===== config.mk =====
export PLATFORM = sky130hd
export DESIGN_NAME = fifo_wide_to_narrow
export DESIGN_NICKNAME = d
export VERILOG_FILES = /design/src/rtl/fifo_wide_to_narrow.sv
export SDC_FILE = /design/constraint.sdc
export NUM_CORES = 1
export LEC_CHECK = 0
export CAP_MARGIN = 0
export CORE_ASPECT_RATIO = 1.75
export CORE_UTILIZATION = 44
export DETAILED_ROUTE_END_ITERATION = 6
export PLACE_DENSITY = 0.61
export SYNTH_ARGS = -nofsm -noshare
export SYNTH_HDL_FRONTEND = slang
export SYNTH_SLANG_ARGS = --single-unit

===== constraint.sdc =====
create_clock -name CLK -period 3.6 [get_ports CLK]
set_clock_uncertainty 0.05 [all_clocks]
set_input_delay 0.54 -clock CLK [delete_from_list [all_inputs] [get_ports CLK]]
set_output_delay 0.54 -clock CLK [all_outputs]
set_load 0.1 [all_outputs]

===== src/rtl/fifo_wide_to_narrow.sv =====
// fifo_wide_to_narrow: buffers wide words in a DEPTH-entry circular store and
// emits them as NARROW_WIDTH-bit slices, first-word-fall-through, in either
// byte order. A single wide holding register feeds the slice mux, so total
// capacity is DEPTH+1 wide words.
// Optional build macro: FIFO_WIDE_TO_NARROW_COUNT_EN adds SLICE_COUNT, the
// number of slices currently buffered (storage plus unread holding slices).
module fifo_wide_to_narrow #(
   parameter int NARROW_WIDTH = 8,
   parameter int RATIO        = 4,
   parameter int DEPTH        = 8,
   parameter int MSB_FIRST    = 0
) (
   input  logic                            CLK,
   input  logic                            RST,
   input  logic                            WRITE,
   input  logic [RATIO*NARROW_WIDTH-1:0]   DATA_IN,
   output logic                            FULL,
   input  logic                            READ,
   output logic [NARROW_WIDTH-1:0]         DATA_OUT,
   output logic                            EMPTY,
   output logic                            OVERFLOW,
   output logic                            UNDERFLOW
`ifdef FIFO_WIDE_TO_NARROW_COUNT_EN
   ,output logic [$clog2((DEPTH+1)*RATIO):0] SLICE_COUNT
`endif
);

   localparam int WW = RATIO * NARROW_WIDTH;
   localparam int AW = $clog2(DEPTH);
   localparam int IW = $clog2(RATIO);

   localparam logic [AW:0]   DEPTH_C  = (AW+1)'(DEPTH);
   localparam logic [IW-1:0] LAST_IDX = IW'(RATIO - 1);

   // Output stage states: IDLE = holding register empty, SERVE = slices available
   localparam logic [0:0] ST_IDLE  = 1'b0;
   localparam logic [0:0] ST_SERVE = 1'b1;

   // Wide-word storage; no reset so it maps onto block RAM
   logic [WW-1:0] mem_q [DEPTH];

   logic [AW-1:0] wr_ptr_q, wr_ptr_d;
   logic [AW-1:0] rd_ptr_q, rd_ptr_d;
   logic [AW:0]   count_q,  count_d;
   logic          full_q,   full_d;

   logic [0:0]    state_q,  state_d;
   logic [WW-1:0] hold_q,   hold_d;
   logic [IW-1:0] idx_q,    idx_d;
   logic          empty_q,  empty_d;
   logic          ovf_q,    ovf_d;
   logic          unf_q,    unf_d;

   logic          serving;
   logic          last_slice;
   logic          consume;
   logic          push;
   logic          pop;

   logic [NARROW_WIDTH-1:0] slice_w [RATIO];
   logic [IW-1:0]           sel_w;

   // Next-state logic for storage pointers, output stage and status flags
   always_comb begin
      serving    = (state_q == ST_SERVE);
      last_slice = (idx_q == LAST_IDX);
      consume    = serving & READ;
      // A write is refused while FULL, even if a pop frees a slot this edge
      push       = WRITE & ~full_q;
      // Pop the head word straight into the holding register when it is
      // idle or its last slice is being consumed this edge (no bubble)
      pop        = (count_q != '0) & (~serving | (consume & last_slice));

      wr_ptr_d = push ? wr_ptr_q + AW'(1) : wr_ptr_q;
      rd_ptr_d = pop  ? rd_ptr_q + AW'(1) : rd_ptr_q;

      count_d = count_q;
      case ({push, pop})
         2'b10:   count_d = count_q + (AW+1)'(1);
         2'b01:   count_d = count_q - (AW+1)'(1);
         default: count_d = count_q;
      endcase
      full_d = (count_d == DEPTH_C);

      state_d = state_q;
      hold_d  = hold_q;
      idx_d   = idx_q;
      if (pop) begin
         state_d = ST_SERVE;
         hold_d  = mem_q[rd_ptr_q];
         idx_d   = '0;
      end else if (consume) begin
         if (last_slice) begin
            // Index and data are left alone so DATA_OUT holds while empty
            state_d = ST_IDLE;
         end else begin
            idx_d = idx_q + IW'(1);
         end
      end

      empty_d = (state_d != ST_SERVE);
      ovf_d   = WRITE & full_q;
      unf_d   = READ & empty_q;
   end

   // Storage write port
   always_ff @(posedge CLK) begin
      if (push) begin
         mem_q[wr_ptr_q] <= DATA_IN;
      end
   end

   // State registers, cleared asynchronously (also discards a half-served word)
   always_ff @(posedge CLK or posedge RST) begin
      if (RST) begin
         wr_ptr_q <= '0;
         rd_ptr_q <= '0;
         count_q  <= '0;
         full_q   <= 1'b0;
         state_q  <= ST_IDLE;
         hold_q   <= '0;
         idx_q    <= '0;
         empty_q  <= 1'b1;
         ovf_q    <= 1'b0;
         unf_q    <= 1'b0;
      end else begin
         wr_ptr_q <= wr_ptr_d;
         rd_ptr_q <= rd_ptr_d;
         count_q  <= count_d;
         full_q   <= full_d;
         state_q  <= state_d;
         hold_q   <= hold_d;
         idx_q    <= idx_d;
         empty_q  <= empty_d;
         ovf_q    <= ovf_d;
         unf_q    <= unf_d;
      end
   end

   // Split the holding register into slices; slice k is bits (k+1)*NW-1:k*NW
   for (genvar gi = 0; gi < RATIO; gi++) begin : g_slice
      assign slice_w[gi] = hold_q[gi*NARROW_WIDTH +: NARROW_WIDTH];
   end

   // Index counts up in serve order; map it onto a slice position
   assign sel_w    = (MSB_FIRST != 0) ? (LAST_IDX - idx_q) : idx_q;
   assign DATA_OUT = slice_w[sel_w];

   assign FULL      = full_q;
   assign EMPTY     = empty_q;
   assign OVERFLOW  = ovf_q;
   assign UNDERFLOW = unf_q;

`ifdef FIFO_WIDE_TO_NARROW_COUNT_EN
   localparam int SCW = $clog2((DEPTH+1)*RATIO) + 1;

   logic [SCW-1:0] sc_q, sc_d;

   // Buffered slice count computed from next state so it tracks every edge
   always_comb begin
      sc_d = SCW'(count_d) * SCW'(RATIO);
      if (state_d == ST_SERVE) begin
         sc_d = sc_d + (SCW'(RATIO) - SCW'(idx_d));
      end
   end

   // Slice count register
   always_ff @(posedge CLK or posedge RST) begin
      if (RST) begin
         sc_q <= '0;
      end else begin
         sc_q <= sc_d;
      end
   end

   assign SLICE_COUNT = sc_q;
`endif

endmodule


==> results of run 1 <==
[final cells by class]
cell class / instances / area, um2 / share of cell area
Sequential cell: 305 / 8920 / 0.655
Multi-Input combinational cell: 227 / 2730 / 0.201
Clock buffer: 32 / 694 / 0.0510
Timing Repair Buffer: 66 / 668 / 0.0491
Tap cell: 320 / 400 / 0.0294
Clock inverter: 16 / 175 / 0.0129
Inverter: 6 / 22.5 / 0.00165
[stage by stage]
stage | util | instance area, um2 | instances | total power [W] | setup WS [ns]
2_1_floorplan | - | 11700 | 568 | 0.00752 | 0.379
3_3_place_gp | 0.489 | 12700 | 924 | 0.00857 | 0.607
3_5_place_dp | 0.489 | 12700 | 924 | 0.00868 | 0.462
4_1_cts | 0.522 | 13600 | 972 | 0.0116 | 0.667
5_1_grt | 0.522 | 13600 | 972 | 0.0119 | 0.452
6_report | 0.522 | 13600 | 972 | 0.0114 | 0.645
[worst min-delay path by stage]
stage	from	end	slack [ns]	cells past startpoint
after floorplan	wr_ptr_q[0]	wr_ptr_q[0]	0.43	1
after global placement	wr_ptr_q[0]	wr_ptr_q[0]	0.46	1
after detailed placement	hold_q[25]	hold_q[25]	0.47	2
after CTS	hold_q[25]	hold_q[25]	0.48	2
after global routing	hold_q[22]	hold_q[22]	0.50	2
final	FULL	OVERFLOW	0.47	1
[sequential cells by signal (all words and copies together) (netlist names)]
register and flops:
serving 1, UNDERFLOW 1, mem_q 256, hold_q 32, EMPTY 1, idx_q 2, OVERFLOW 1, FULL 1
rd_ptr_q 3, count_q 4, wr_ptr_q 3
[synthesized netlist by cell type]
master,instances
dfrtp_1,48
a211oi_1,2
or4b_1,1
buf_2,12
nor2_1,42
ha_1,6
inv_1,6
xnor2_1,3
nand2b_1,4
a21oi_1,35
mux2_2,3
nor2b_1,1
xor2_1,6
mux2i_1,33
nand2_1,5
a311oi_1,1
nor4b_2,1
dfstp_2,1
nand3b_1,1
mux4_2,72
buf_1,6
nor3_1,2
a21boi_0,1
a22o_1,2
edfxtp_1,256
buf_4,1
nand4b_1,1
o22ai_1,1
clkbuf_1,11
and2_1,2
or4_1,1
nor4_1,1
[per-layer routing]
layer | up-vias | routed length [um] | GRT usage
met5 | - | 0 | 0
met2 | 127 | 12600 | 0.326
li1 | 2411 | - | -
met4 | 0 | 427 | 0.0537
met3 | 31 | 1020 | 0.0236
met1 | 2880 | 8430 | 0.208
[worst max-delay path, stage by stage (launching register included)]
cell	delay [ns]
dfrtp_1	0.55
ha_1	0.28
a21boi_0	0.36
nor2_4	0.07
ha_1	0.30
xor2_1	0.18
ha_1	0.20
a21oi_1	0.16
xor2_1	0.22
nor2_1	0.07
xor2_1	0.16
a311oi_1	0.24
[power groups by stage]
stage / sequential (W) / clock [W] / combinational, W
floorplan: 0.00484 / 0 / 0.00268
global placement: 0.00504 / 0 / 0.00353
detailed placement: 0.00509 / 0 / 0.00360
CTS: 0.00502 / 0.00294 / 0.00360
global route: 0.00509 / 0.00306 / 0.00376
finish: 0.00501 / 0.00287 / 0.00352
[cell families (layout without fill, tap and decap cells)]
kind of cell	Yosys count	after routing	share of synthesized area
DFF	305	305	0.760
muxes	108	108	0.169
and+or+nand+nor	62	62	0.0243
AOI/OAI and AO/OA	42	42	0.0196
buffers and inverters	36	120	0.0131
xor gates and xnor gates	9	9	0.00672
adders and majority gates	6	6	0.00640
==> impl_metrics.toml, run 1 <==
[status]
outcome = "finished, violations left"
violations = "DRC"

[route]
drc = 2
ant_nets = 0
firstDrtPassIters = 7
drt_wl_total_um = 22500
routedWlPerCell_um = 23.1
vias = 5449
drt_iter0_markers = 250
routed_via_density = 5.61

[final_layout]
drive_gt1_frac = 0.235
syn2layout_area_growth_pct = 16.1
nNetsFinal = 675
layout_commonest_cell = "edfxtp_1"
nFillCells = 2045
num_antenna_cells = 0
layout_common_cells = "edfxtp_1, mux4_2, dfrtp_1"

[worst_setup_path]
reg2reg_setup_slack_ns = 0.64
crit_start = "idx_q[1]"
endpoint_kind = "flop"
crit_fanout = 11
reg2regPathDepth = 11
worstPathArrival_ns = 3.33
timing.rr.end = "FULL"
r2r_start = "idx_q[1]"
endpoint = "FULL"
crit_type = "reg -> reg"
cp-start-kind = "flop"
crit_required_ns = 3.98

[clock_network]
clkTransAtPathRegs_ns = 0.07
cts_resized = 0
clockBufferDepth = 3
cts_root_buffer = "clkbuf_16"
clock_latency_ns = 0.54
htree_levels = 1
cts.sinks = 305
holdBufCountCts = 0
post_cts_buffers = 0
cts_inserted_buffers = 27
cts_tree = "done"

[power_and_ir_drop]
ir_worst_vdd_mv = 0.330
swShare = 0.326
combPwrFrac = 0.309
power_density_nw_per_um2 = 837
leakage_nw = 4.52
p_int_w = 0.00768
switchingPower_w = 0.00371
sequentialPowerShare = 0.440
clkPwrFrac = 0.252

[grt]
grt_pass1_vias = 5857
grt.overflow.total = 0
track_usage = 0.175
antenna_found_initial = 0
grt_pass1_wl_um = 34800
grt_max_degree = 46

[synthesis]
netlist.area_leader.share = 0.656
syn_area_per_cell_um2 = 20.6
syn_inst = 568
syn-num-nets = 610
synth.area.top_cells = "edfxtp_1, mux4_2, dfrtp_1"
synth_seq_cells = 305
yosysWarnings = 0
yosysUniqueCellTypes = 32
synth_area_um2 = 11700
yosys.area.top_type = "edfxtp_1"
seq_area_frac_synth = 0.760

[sta]
finalSetupViolations = 0
rsz0062_at_grt = "no"
min_period_ns = 2.96
timing.final.crit_share = 0.821
fin_setup_tns_ns = 0
hold_ws_ns = 0.475
max_freq_mhz = 338
tightest_slew_ns = 0.965
hold_viol = 0
slew_viol_final = 0
relSlewSlack = 0.354

[floorplanning]
die_w_um = 125
ios = 48
initial_core_util = 0.450
die-height_um = 218
row_count = 78
core_um2 = 26100
die_area_um2 = 27300

[placement]
numPortBuffers = 47
place_congestion = 0.754
dp_hpwl_um = 13400

[hold_path]
min_path_type = "reg -> reg"

[run]
drv_cap = 0
Power figures use the tool's default switching activity.
==> inputs of run 2 (changes only) <==
Settings changed: PLACE_DENSITY 0.61 to 0.59.
Clock period 3.6 ns to 3.06 ns, I/O delays scaled along.
==> run 2 against run 1 <==
The run now ends clean. Die area is the same. Fmax grew 6.5%. Clock power grew 22%. Critical path depth shrank 1. Flip-flop and latch count is the same. Critical endpoint unchanged.
==> impl_metrics.toml, run 2 (synthesized netlist as in run 1, its figures left out) <==
[status]
outcome = "finished clean"

[route]
routed_via_density = 5.58
firstDrtPassIters = 6
drt_wl_total_um = 23500
drt_iter0_markers = 374
ant_nets = 0
drc = 0
vias = 5487
routedWlPerCell_um = 23.9

[sta]
min_period_ns = 2.77
relSlewSlack = 0.559
finalSetupViolations = 0
hold_viol = 0
fin_setup_tns_ns = 0
slew_viol_final = 0
rsz0062_at_grt = "no"
tightest_slew_ns = 0.661
hold_ws_ns = 0.272
fin_ws_ns = 0.285
max_freq_mhz = 360
timing.final.crit_share = 0.907

[placement]
dp_hpwl_um = 14200
numPortBuffers = 47
post-place-ws_ns = 0.0852
place_congestion = 0.722

[floorplanning]
initial_core_util = 0.450
die-height_um = 218
die_area_um2 = 27300
ios = 48
die_w_um = 125
row_count = 78
core_um2 = 26100

[worst_setup_path]
crit_required_ns = 3.44
cp-start-kind = "flop"
reg2regPathDepth = 10
timing.rr.end = "FULL"
crit_fanout = 9
worstPathArrival_ns = 3.15
reg2reg_setup_slack_ns = 0.29
endpoint_kind = "flop"
crit_type = "reg -> reg"
r2r_start = "count_q[0]"

[clock_network]
clockBufferDepth = 3
htree_levels = 1
holdBufCountCts = 0
cts_inserted_buffers = 28
cts.sinks = 305
cts_tree = "done"
cts_resized = 0
clock_latency_ns = 0.55
post_cts_buffers = 0
cts_root_buffer = "clkbuf_16"
clkTransAtPathRegs_ns = 0.07

[run]
drv_cap = 0

[final_layout]
syn2layout_area_growth_pct = 17.1
largest_reg_flops = 256
regMostFlops = "mem_q"
nNetsFinal = 684
num_antenna_cells = 0
layout_common_cells = "edfxtp_1, mux4_2, dfrtp_1"
drive_gt1_frac = 0.255
utilization = 0.527
top_regs = "mem_q x256, hold_q x32, count_q x4"
layout_commonest_cell = "edfxtp_1"

[grt]
grt.overflow.total = 0
grt_pass1_wl_um = 36800
track_usage = 0.183
antenna_found_initial = 0
grt_pass1_vias = 6024
grt_max_degree = 68

[power_and_ir_drop]
power_density_nw_per_um2 = 991
finalPower_w = 0.0136
leakage_nw = 4.60
ir_worst_vdd_mv = 0.444

[hold_path]
min_path_type = "in -> async"
==> run 2: area by class of cell <==
cell class                      instances  area (um2)
Inverter                                6        22.5
Timing Repair Buffer                   74         718
Fill cell                            2045       12300
Multi-Input combinational cell        227        2730
Clock inverter                         10         110
Clock buffer                           42         825
Tap cell                              320         400
Sequential cell                       305        8920
==> run 2: worst max-delay path, stage by stage, from the launching register on <==
cell      delay (ns)
dfrtp_1         0.49
nor4_1          0.54
nor2_4          0.09
ha_1            0.28
xor2_1          0.18
ha_1            0.20
a21oi_1         0.15
xor2_1          0.19
nor2_1          0.07
xor2_1          0.16
a311oi_1        0.26
==> run 2: report_power, final <==
part / internal, W / switching (W) / total [W]
clock network: 0.00203 / 0.00146 / 0.00349
logic: 0.00179 / 0.00248 / 0.00426
registers: 0.00534 / 0.000505 / 0.00585
total: 0.00916 / 0.00444 / 0.0136
==> run 2: per-stage QoR <==
stage          instances  instance area, um2
2_1_floorplan        568               11700
3_3_place_gp         932               12800
3_5_place_dp         932               12800
4_1_cts              984               13700
5_1_grt              984               13700
6_report             984               13700
==> run 2: how the worst max path moves through the flow <==
stage | slack [ns] | from | end
2_1_floorplan | -0.16 | FULL | mem_q[6][0]
3_3_place_gp | 0.18 | READ | FULL
3_5_place_dp | 0.09 | READ | FULL
4_1_cts | 0.31 | count_q[0] | FULL
5_1_grt | 0.09 | count_q[0] | FULL
6_report | 0.29 | count_q[0] | FULL
==> run 2: per-layer routing <==
layer	track usage	vias to the layer above	wire, um
li1	-	2443	-
met1	0.224	2901	9470
met2	0.333	108	12800
met3	0.0223	35	750
met4	0.0630	0	526
met5	0	-	0
==> inputs of run 3 (changes only) <==
Settings changed: CORE_UTILIZATION 44 to 60, CTS_BUF_LIST set to sky130_fd_sc_hd__clkbuf_16, PLACE_DENSITY 0.59 to 0.79.
==> run 3 against run 2 <==
Cell area decreased by 1.2%. First-iteration DRC count grew 25%. Flip-flop and latch count did not move. Worst hold slack better by 0.031 ns. Routed wire length down 3.7%. Setup slack got worse by 0.013 ns. Largest cell class unchanged. Largest power group unchanged.
==> impl_metrics.toml, run 3 (synthesized netlist as in run 1, its figures left out) <==
[status]
outcome = "finished clean"

[worst_setup_path]
endpoint_kind = "flop"
cpLargestDelayFamily = "simple AND/OR/NAND/NOR gates"
crit_type = "reg -> reg"
crit_path_max_incr_delay_ns = 0.53
cpMostUsedCell = "xor2_1"
r2r_start = "count_q[0]"
critPathBufInv = 0
crit_required_ns = 3.44
worstPathArrival_ns = 3.17
reg2regPathDepth = 10
crit_slowest_cell = "nor4_1"
timing.rr.end = "FULL"
crit_fanout = 9
worstPathCellList = "nor4_1 > nor2_4 > ha_1 > xor2_1 > ha_1 > a21oi_1 > xor2_1 > nor2_1 > xor2_1 > a311oi_1"
reg2reg_setup_slack_ns = 0.27
cp-start-kind = "flop"

[clock_network]
clockBufferDepth = 3
htree_levels = 1
holdBufCountCts = 0
cts_inserted_buffers = 26
post_cts_buffers = 0
cts_root_buffer = "clkbuf_16"
cts_resized = 0
cts.sinks = 305
clkTransAtPathRegs_ns = 0.07
cts_tree = "done"
clock_latency_ns = 0.53

[route]
ant_nets = 0
drc = 0
routedWlPerCell_um = 25.4
drt_iter0_markers = 467
drt_wl_total_um = 22700
routed_via_density = 6.20
vias = 5544
firstDrtPassIters = 5

[sta]
fin_setup_tns_ns = 0
finalSetupViolations = 0
max_freq_mhz = 359
rsz0062_at_grt = "no"
tightest_slew_ns = 0.719
timing.final.crit_share = 0.911
slew_viol_final = 0
relSlewSlack = 0.520
min_period_ns = 2.79
hold_viol = 0

[floorplanning]
die_w_um = 108
die_area_um2 = 20100
die-height_um = 187
row_count = 67
initial_core_util = 0.613
ios = 48
core_um2 = 19100

[run]
drv_cap = 0

[power_and_ir_drop]
ir_worst_vdd_mv = 0.807
power_density_nw_per_um2 = 990
leakage_nw = 4.56

[grt]
gr-max-usage-layer = "met2"
antenna_found_initial = 1
grt_pass1_wl_um = 35400
grt.met3_usage = 0.0303
grt_pass1_vias = 6054
grtUsageMet2 = 0.421
grt_max_degree = 68
track_usage = 0.243
grt.overflow.total = 0
grt_util_met1 = 0.311

[final_layout]
drive_gt1_frac = 0.253
nFillCells = 1122
layout_common_cells = "edfxtp_1, mux4_2, dfrtp_1"
nNetsFinal = 674
regMostFlops = "mem_q"
syn2layout_area_growth_pct = 15.7
final_cells = 894
largest_reg_flops = 256
top_regs = "mem_q x256, hold_q x32, count_q x4"
layout_commonest_cell = "edfxtp_1"

[placement]
dp_hpwl_um = 12600
numPortBuffers = 47
place_congestion = 0.744
dp_cells = 845

[hold_path]
min_path_type = "in -> async"
-- run 3: cell count changes in the layout (fill, tap and decap cells not counted) --
cell / previous run / this run
clkbuf_16: 29 / 28
clkbuf_1: 8 / 0
buf_12: 6 / 12
inv_4: 0 / 1
clkinv_2: 2 / 11
clkinv_8: 1 / 0
diode_2: 0 / 1
clkinv_1: 4 / 2
clkbuf_8: 5 / 0
inv_1: 5 / 7
buf_4: 33 / 19
inv_2: 1 / 2
-- run 3: metrics by stage --
stage / power (W) / setup WS [ns] / hold WS, ns / instance area (um2) / utilization
2_1_floorplan: 0.00885 / -0.161 / 0.430 / 11700 / -
3_3_place_gp: 0.0101 / 0.193 / 0.456 / 12700 / 0.665
3_5_place_dp: 0.0103 / 0.105 / 0.461 / 12700 / 0.665
4_1_cts: 0.0135 / 0.307 / 0.315 / 13600 / 0.709
5_1_grt: 0.0139 / 0.105 / 0.362 / 13600 / 0.709
6_report: 0.0134 / 0.272 / 0.303 / 13600 / 0.709
-- run 3: routing by layer --
metal / up-vias / share of wire
li1: 2413 / -
met1: 2933 / 0.38
met2: 153 / 0.54
met3: 45 / 0.044
met4: 0 / 0.033
met5: - / 0
-- run 3: power breakdown --
part           switching, W  internal (W)  leakage (nW)
registers          0.000610       0.00534          2.86
logic               0.00241       0.00181          1.26
clock network       0.00142       0.00183         0.443
-- run 3: how the worst max path moves through the flow --
stage               slack [ns]  cells past startpoint     endpoint  startpoint
floorplan                -0.16                      3  mem_q[6][0]        FULL
global placement          0.19                      8         FULL        READ
detailed placement        0.11                     11         FULL        READ
CTS                       0.31                     10         FULL  count_q[0]
global route              0.10                     10         FULL  count_q[0]
finish                    0.27                     10         FULL  count_q[0]
-- run 3: final cells by class --
class | count | area, um2 | area share
Sequential cell | 305 | 8920 | 0.658
Multi-Input combinational cell | 227 | 2730 | 0.201
Timing Repair Buffer | 66 | 733 | 0.0541
Clock buffer | 28 | 701 | 0.0517
Tap cell | 241 | 302 | 0.0222
Clock inverter | 20 | 149 | 0.0110
Inverter | 6 | 22.5 | 0.00166
Antenna cell | 1 | 2.50 | 0.000185
==> RTL edit 1: new RTL, flow settings as in run 1 <==
The output `UNDERFLOW` loses its register stage (`unf_q` becomes a continuous assignment).
--- a/src/rtl/fifo_wide_to_narrow.sv
+++ b/src/rtl/fifo_wide_to_narrow.sv
@@ -123,5 +123,4 @@
          empty_q  <= 1'b1;
          ovf_q    <= 1'b0;
-         unf_q    <= 1'b0;
       end else begin
          wr_ptr_q <= wr_ptr_d;
@@ -134,7 +133,8 @@
          empty_q  <= empty_d;
          ovf_q    <= ovf_d;
-         unf_q    <= unf_d;
       end
    end
+
+   assign unf_q = unf_d;
 
    // Split the holding register into slices; slice k is bits (k+1)*NW-1:k*NW
Function: changed (Yosys sat finds a counterexample within 4 cycles, from zero or initial values and one cycle with RST high).
==> RTL edit 1 against run 1 <==
The flow still finishes with violations (design-rule violations); synthesized area down 0.21%; count of clock-buffer cells in the layout rose by 2; setup slack improved by 0.045 ns; total power grew 1.5%; routed wire length fell by 0.70%; cell area is 0.23% higher; sequential cell count fell by 1; die area shrank 0.21%; critical endpoint unchanged; largest cell class unchanged.
==> RTL edit 1: results (changes against run 1) <==
Leading cell types by count after synthesis -> edfxtp_1 (256), mux4_2 (72), dfrtp_1 (47)
Synth Area in Adders -> 0.642% (+0.0014 points)
Post-synth EDFFs -> 256 (unchanged)
Dpl cells -> 923 (-0.11%)
Static Leak -> 4.54 nW (+0.44%)
Synth area leaders -> edfxtp_1 (66%), mux4_2 (14%), dfrtp_1 (10%)
CTS buffer count -> 27 (unchanged)
Detailed Place HPWL -> 12.9 mm (-3.4%)
Hold_buf cts -> 0 (unchanged)
Syn nets -> 609 (-0.16%)
PD cells -> 848 nW/um2 (+1.3%)
Root Buffer -> clkbuf_16
Crit path DAT -> 3.30 ns (-0.03 ns)
# diodes -> 0 (unchanged)
TritonRoute pass-1 iters -> 7 (unchanged)
Gates resized, CTS repair -> 0 (unchanged)
Top flop regs -> mem_q x256, hold_q x32, count_q x4
Asr flop ratio synth -> 15.8% (-0.28 points)
Post-CTS setup buffers -> 0 (unchanged)
Synth cell types -> 32 (unchanged)
First-pass GRT wire length -> 34.5 mm (-0.91%)
Complex-gate fraction of the synthesized area -> 1.97% (+0.0042 points)
Worst skew pair latency -> 0.55 ns
Nets -> 674 (-0.15%)
I/O Buffers -> 47 (unchanged)
Fill count -> 2017 (-1.4%)
MaxCap Viol Count -> 0 (unchanged)
Largest net degree at the start of global routing -> 68 (+48%)
Maximum vdd drop -> 0.000626 V (+90%)
Drt initial violations -> 294 (+18%)
Initial antenna violation count -> 0 (unchanged)
Critical Path Slowest Stage Cell -> dfrtp_1
Reg clk slew, reported paths -> 0.07 ns (about the same)
Mapped Cells -> 567 (-0.18%)
GRT Total Usage -> 17.3% (-0.19 points)
Sequential area share after synthesis -> 76.0% (about the same)
Htree depth -> 1 (unchanged)
Post-DP Area -> 12700 um2 (-0.51%)
Biggest cell delay along the critical path -> 0.57 ns (+0.02 ns)
CP top delay family -> adder cells
Status -> finished, violations left
Fin cells -> 973 (+0.10%)
Gpl congestion -> 0.751 (-0.41%)
Post-route DRC -> 5 (+3)
Bufs on Longest Clock Path -> 3 (unchanged)
Vias in the first global route -> 5761 (-1.6%)
Violated checks -> design-rule violations
CP max FO -> 11 (unchanged)
Post-synthesis mux area share -> 17.0% (+0.036 points)
Post-synthesis xor/xnor area fraction -> 0.674% (+0.0014 points)
Layout cell share with drive strength beyond 1 -> 24.8% (+1.3 points)
Slew @ Worst Pin -> 0.996 ns (+0.0312 ns)
Vias -> 5421 (-0.51%)
Synth warn -> 0 (unchanged)
HP Class -> input pin to asynchronous set/reset pin
Worst slack, placed -> 0.393 ns (-0.0683 ns)
DR WL/cell -> 22.9 um (-0.80%)
-- RTL edit 1: kinds of logic (layout without fill, tap and decap cells) --
group           Yosys count  count (layout)
flops                   304             304
xor+xnor                  9               9
fa+ha+maj                 6               6
simple gates             62              62
compound gates           42              42
mux                     108             108
buf+inv                  36             122
-- RTL edit 1: area by class of cell --
| type | instances | area share (%) |
|---|---|---|
| clock inverter | 16 | 1.79 |
| multi-input combinational | 227 | 20.0 |
| sequential | 304 | 65.2 |
| tap | 320 | 2.93 |
| inverter | 6 | 0.165 |
| clock buffer | 34 | 5.29 |
| timing repair buffer | 66 | 4.60 |
-- RTL edit 1: metal layers --
metal  wire length, um  global-route usage, %
met5                 0                      0
met4               724                   7.03
met3               962                   1.82
met2             11900                   30.5
met1              8700                   21.8
-- RTL edit 1: power by group --
group	internal, mW	total (mW)	switching [mW]
Clock	1.86	3.10	1.24
Combinational	1.47	3.53	2.07
Sequential	4.53	4.94	0.404
Total	7.86	11.6	3.71
-- RTL edit 1: path summary, 6_finish.rpt --
kind | start | endpoint | slack, ns | depth (start not counted)
max in group asynchronous | RST | hold_q[10]$_DFFE_PP0P_ | 2.40 | 3
min in group CLK | hold_q[18]$_DFFE_PP0P_ | hold_q[18]$_DFFE_PP0P_ | 0.48 | 2
worst max register to register | idx_q[1]$_DFFE_PP0P_ | FULL$_DFF_PP0_ | 0.69 | 11
worst max-delay path | idx_q[1]$_DFFE_PP0P_ | FULL$_DFF_PP0_ | 0.69 | 11
worst min-delay path | RST | OVERFLOW$_DFF_PP0_ | 0.38 | 2
worst min register to register | hold_q[18]$_DFFE_PP0P_ | hold_q[18]$_DFFE_PP0P_ | 0.48 | 2
==> RTL edit 2: new RTL, config.mk and constraints of run 1 <==
Without the edit above. Build with the macro `FIFO_WIDE_TO_NARROW_COUNT_EN` defined.
--- a/src/rtl/fifo_wide_to_narrow.sv
+++ b/src/rtl/fifo_wide_to_narrow.sv
@@ -5,4 +5,6 @@
 // Optional build macro: FIFO_WIDE_TO_NARROW_COUNT_EN adds SLICE_COUNT, the
 // number of slices currently buffered (storage plus unread holding slices).
+`define FIFO_WIDE_TO_NARROW_COUNT_EN
+
 module fifo_wide_to_narrow #(
    parameter int NARROW_WIDTH = 8,
Behaviour (old outputs only; new: SLICE_COUNT): unchanged (Yosys induction, for registers that start in step).
==> RTL edit 2 against run 1 <==
The run now ends clean; cell area grew 2.6%; combinational power grew 23%; routed wire length grew 3.1%; count of clock-buffer cells in the layout is the same; synthesized cell count grew 3.3%; setup slack lost 0.087 ns; synthesized area grew 2.7%; non-clock buffer count grew 11; sequential cell count grew 7; critical path depth shrank 1; fmax shrank 2.9%; clock power shrank 9.8%; total power grew 6.4%; largest power group unchanged.
==> RTL edit 2: results (changes against run 1) <==
Fin cells -> 1049 (+7.9%)
Final worst path period share -> 84.5% (+2.4 points)
Logic power comb -> 4.33 mW (+23%)
TritonRoute pass-1 iters -> 4 (-3)
HP Class -> input pin to asynchronous set/reset pin
Sequential area share after synthesis -> 75.5% (-0.58 points)
Static Leak -> 4.68 nW (+3.5%)
Biggest cell delay along the critical path -> 0.60 ns (+0.05 ns)
Mapped Cells -> 587 (+3.3%)
Synth area leaders -> edfxtp_1 (64%), mux4_2 (13%), dfrtp_1 (11%)
Maximum vdd drop -> 0.000502 V (+52%)
Leading cell types by count after synthesis -> edfxtp_1 (256), mux4_2 (72), dfrtp_1 (55)
Nets -> 709 (+5.0%)
Layout cell share with drive strength beyond 1 -> 23.1% (-0.40 points)
Fill count -> 2130 (+4.2%)
Routed WL -> 23.2 mm (+3.1%)
PD cells -> 868 nW/um2 (+3.7%)
Critical Path Slowest Stage Cell -> nor4_2
Slew @ Worst Pin -> 1.00 ns (+0.0389 ns)
Met3 WL -> 925 um (-9.7%)
Crit path DAT -> 3.40 ns (+0.07 ns)
Status -> completed
Clock network power -> 2.59 mW (-9.8%)
Gpl congestion -> 0.718 (-4.7%)
Internal power -> 7.78 mW (+1.3%)
Synth cell types -> 34 (+6.3%)
GRT Total Usage -> 17.4% (-0.082 points)
Wl on met1 -> 9.13 mm (+8.3%)
WHS -> 0.425 ns (-0.0500 ns)
Wire length on met2 -> 12.6 mm (-0.33%)
Largest net degree at the start of global routing -> 68 (+48%)
[RTL edit 2: final timing paths]
| path | start | endpoint | depth (start not counted) |
|---|---|---|---|
| max in group asynchronous | RST | hold_q[9]$_DFFE_PP0N_ | 3 |
| hold reg to reg | wr_ptr_q[0]$_DFFE_PP0P_ | wr_ptr_q[0]$_DFFE_PP0P_ | 1 |
| setup reg to reg | count_q[2]$_DFF_PP0_ | SLICE_COUNT[5]$_DFF_PP0_ | 10 |
| min in group CLK | wr_ptr_q[0]$_DFFE_PP0P_ | wr_ptr_q[0]$_DFFE_PP0P_ | 1 |
| hold / removal | RST | OVERFLOW$_DFF_PP0_ | 2 |
| setup / recovery | count_q[2]$_DFF_PP0_ | SLICE_COUNT[5]$_DFF_PP0_ | 10 |
[RTL edit 2: area by class of cell]
type                    count  area [um2]  share of cell area, %
clock buffers              32         694                   4.97
inverters                   5        18.8                  0.134
multi-input cells         242        2860                   20.5
flip-flops and latches    312        9100                   65.1
clock inverters            17        75.1                  0.537
repair buffers             77         768                   5.50
well taps                 364         455                   3.26
[RTL edit 2: routing by layer]
metal  vias up  GRT usage [%]
met3        38           2.32
li1       2497              -
met4         0           5.76
met2       114           31.1
met1      2943           21.6
met5         -              0
[RTL edit 2: kinds of logic (layout without fill, tap and decap cells)]
group,Yosys count,count (layout),share of synthesized area (%)
flops,312,312,75.5
mux,110,110,16.7
simple gates,72,72,2.86
compound gates,41,41,1.81
buf+inv,33,131,1.44
xor+xnor,11,11,0.924
fa+ha+maj,8,8,0.831
[RTL edit 2: critical path, delay by kind of cell, from the launching register on]
kind,cells,cell delay [ns]
AO/OA/AOI/OAI,2,0.25
multiplexers,1,0.32
flip-flops,1,0.46
AND/OR/NAND/NOR,2,0.78
XOR/XNOR,3,0.57
adder cells (fa/ha/maj),2,0.48
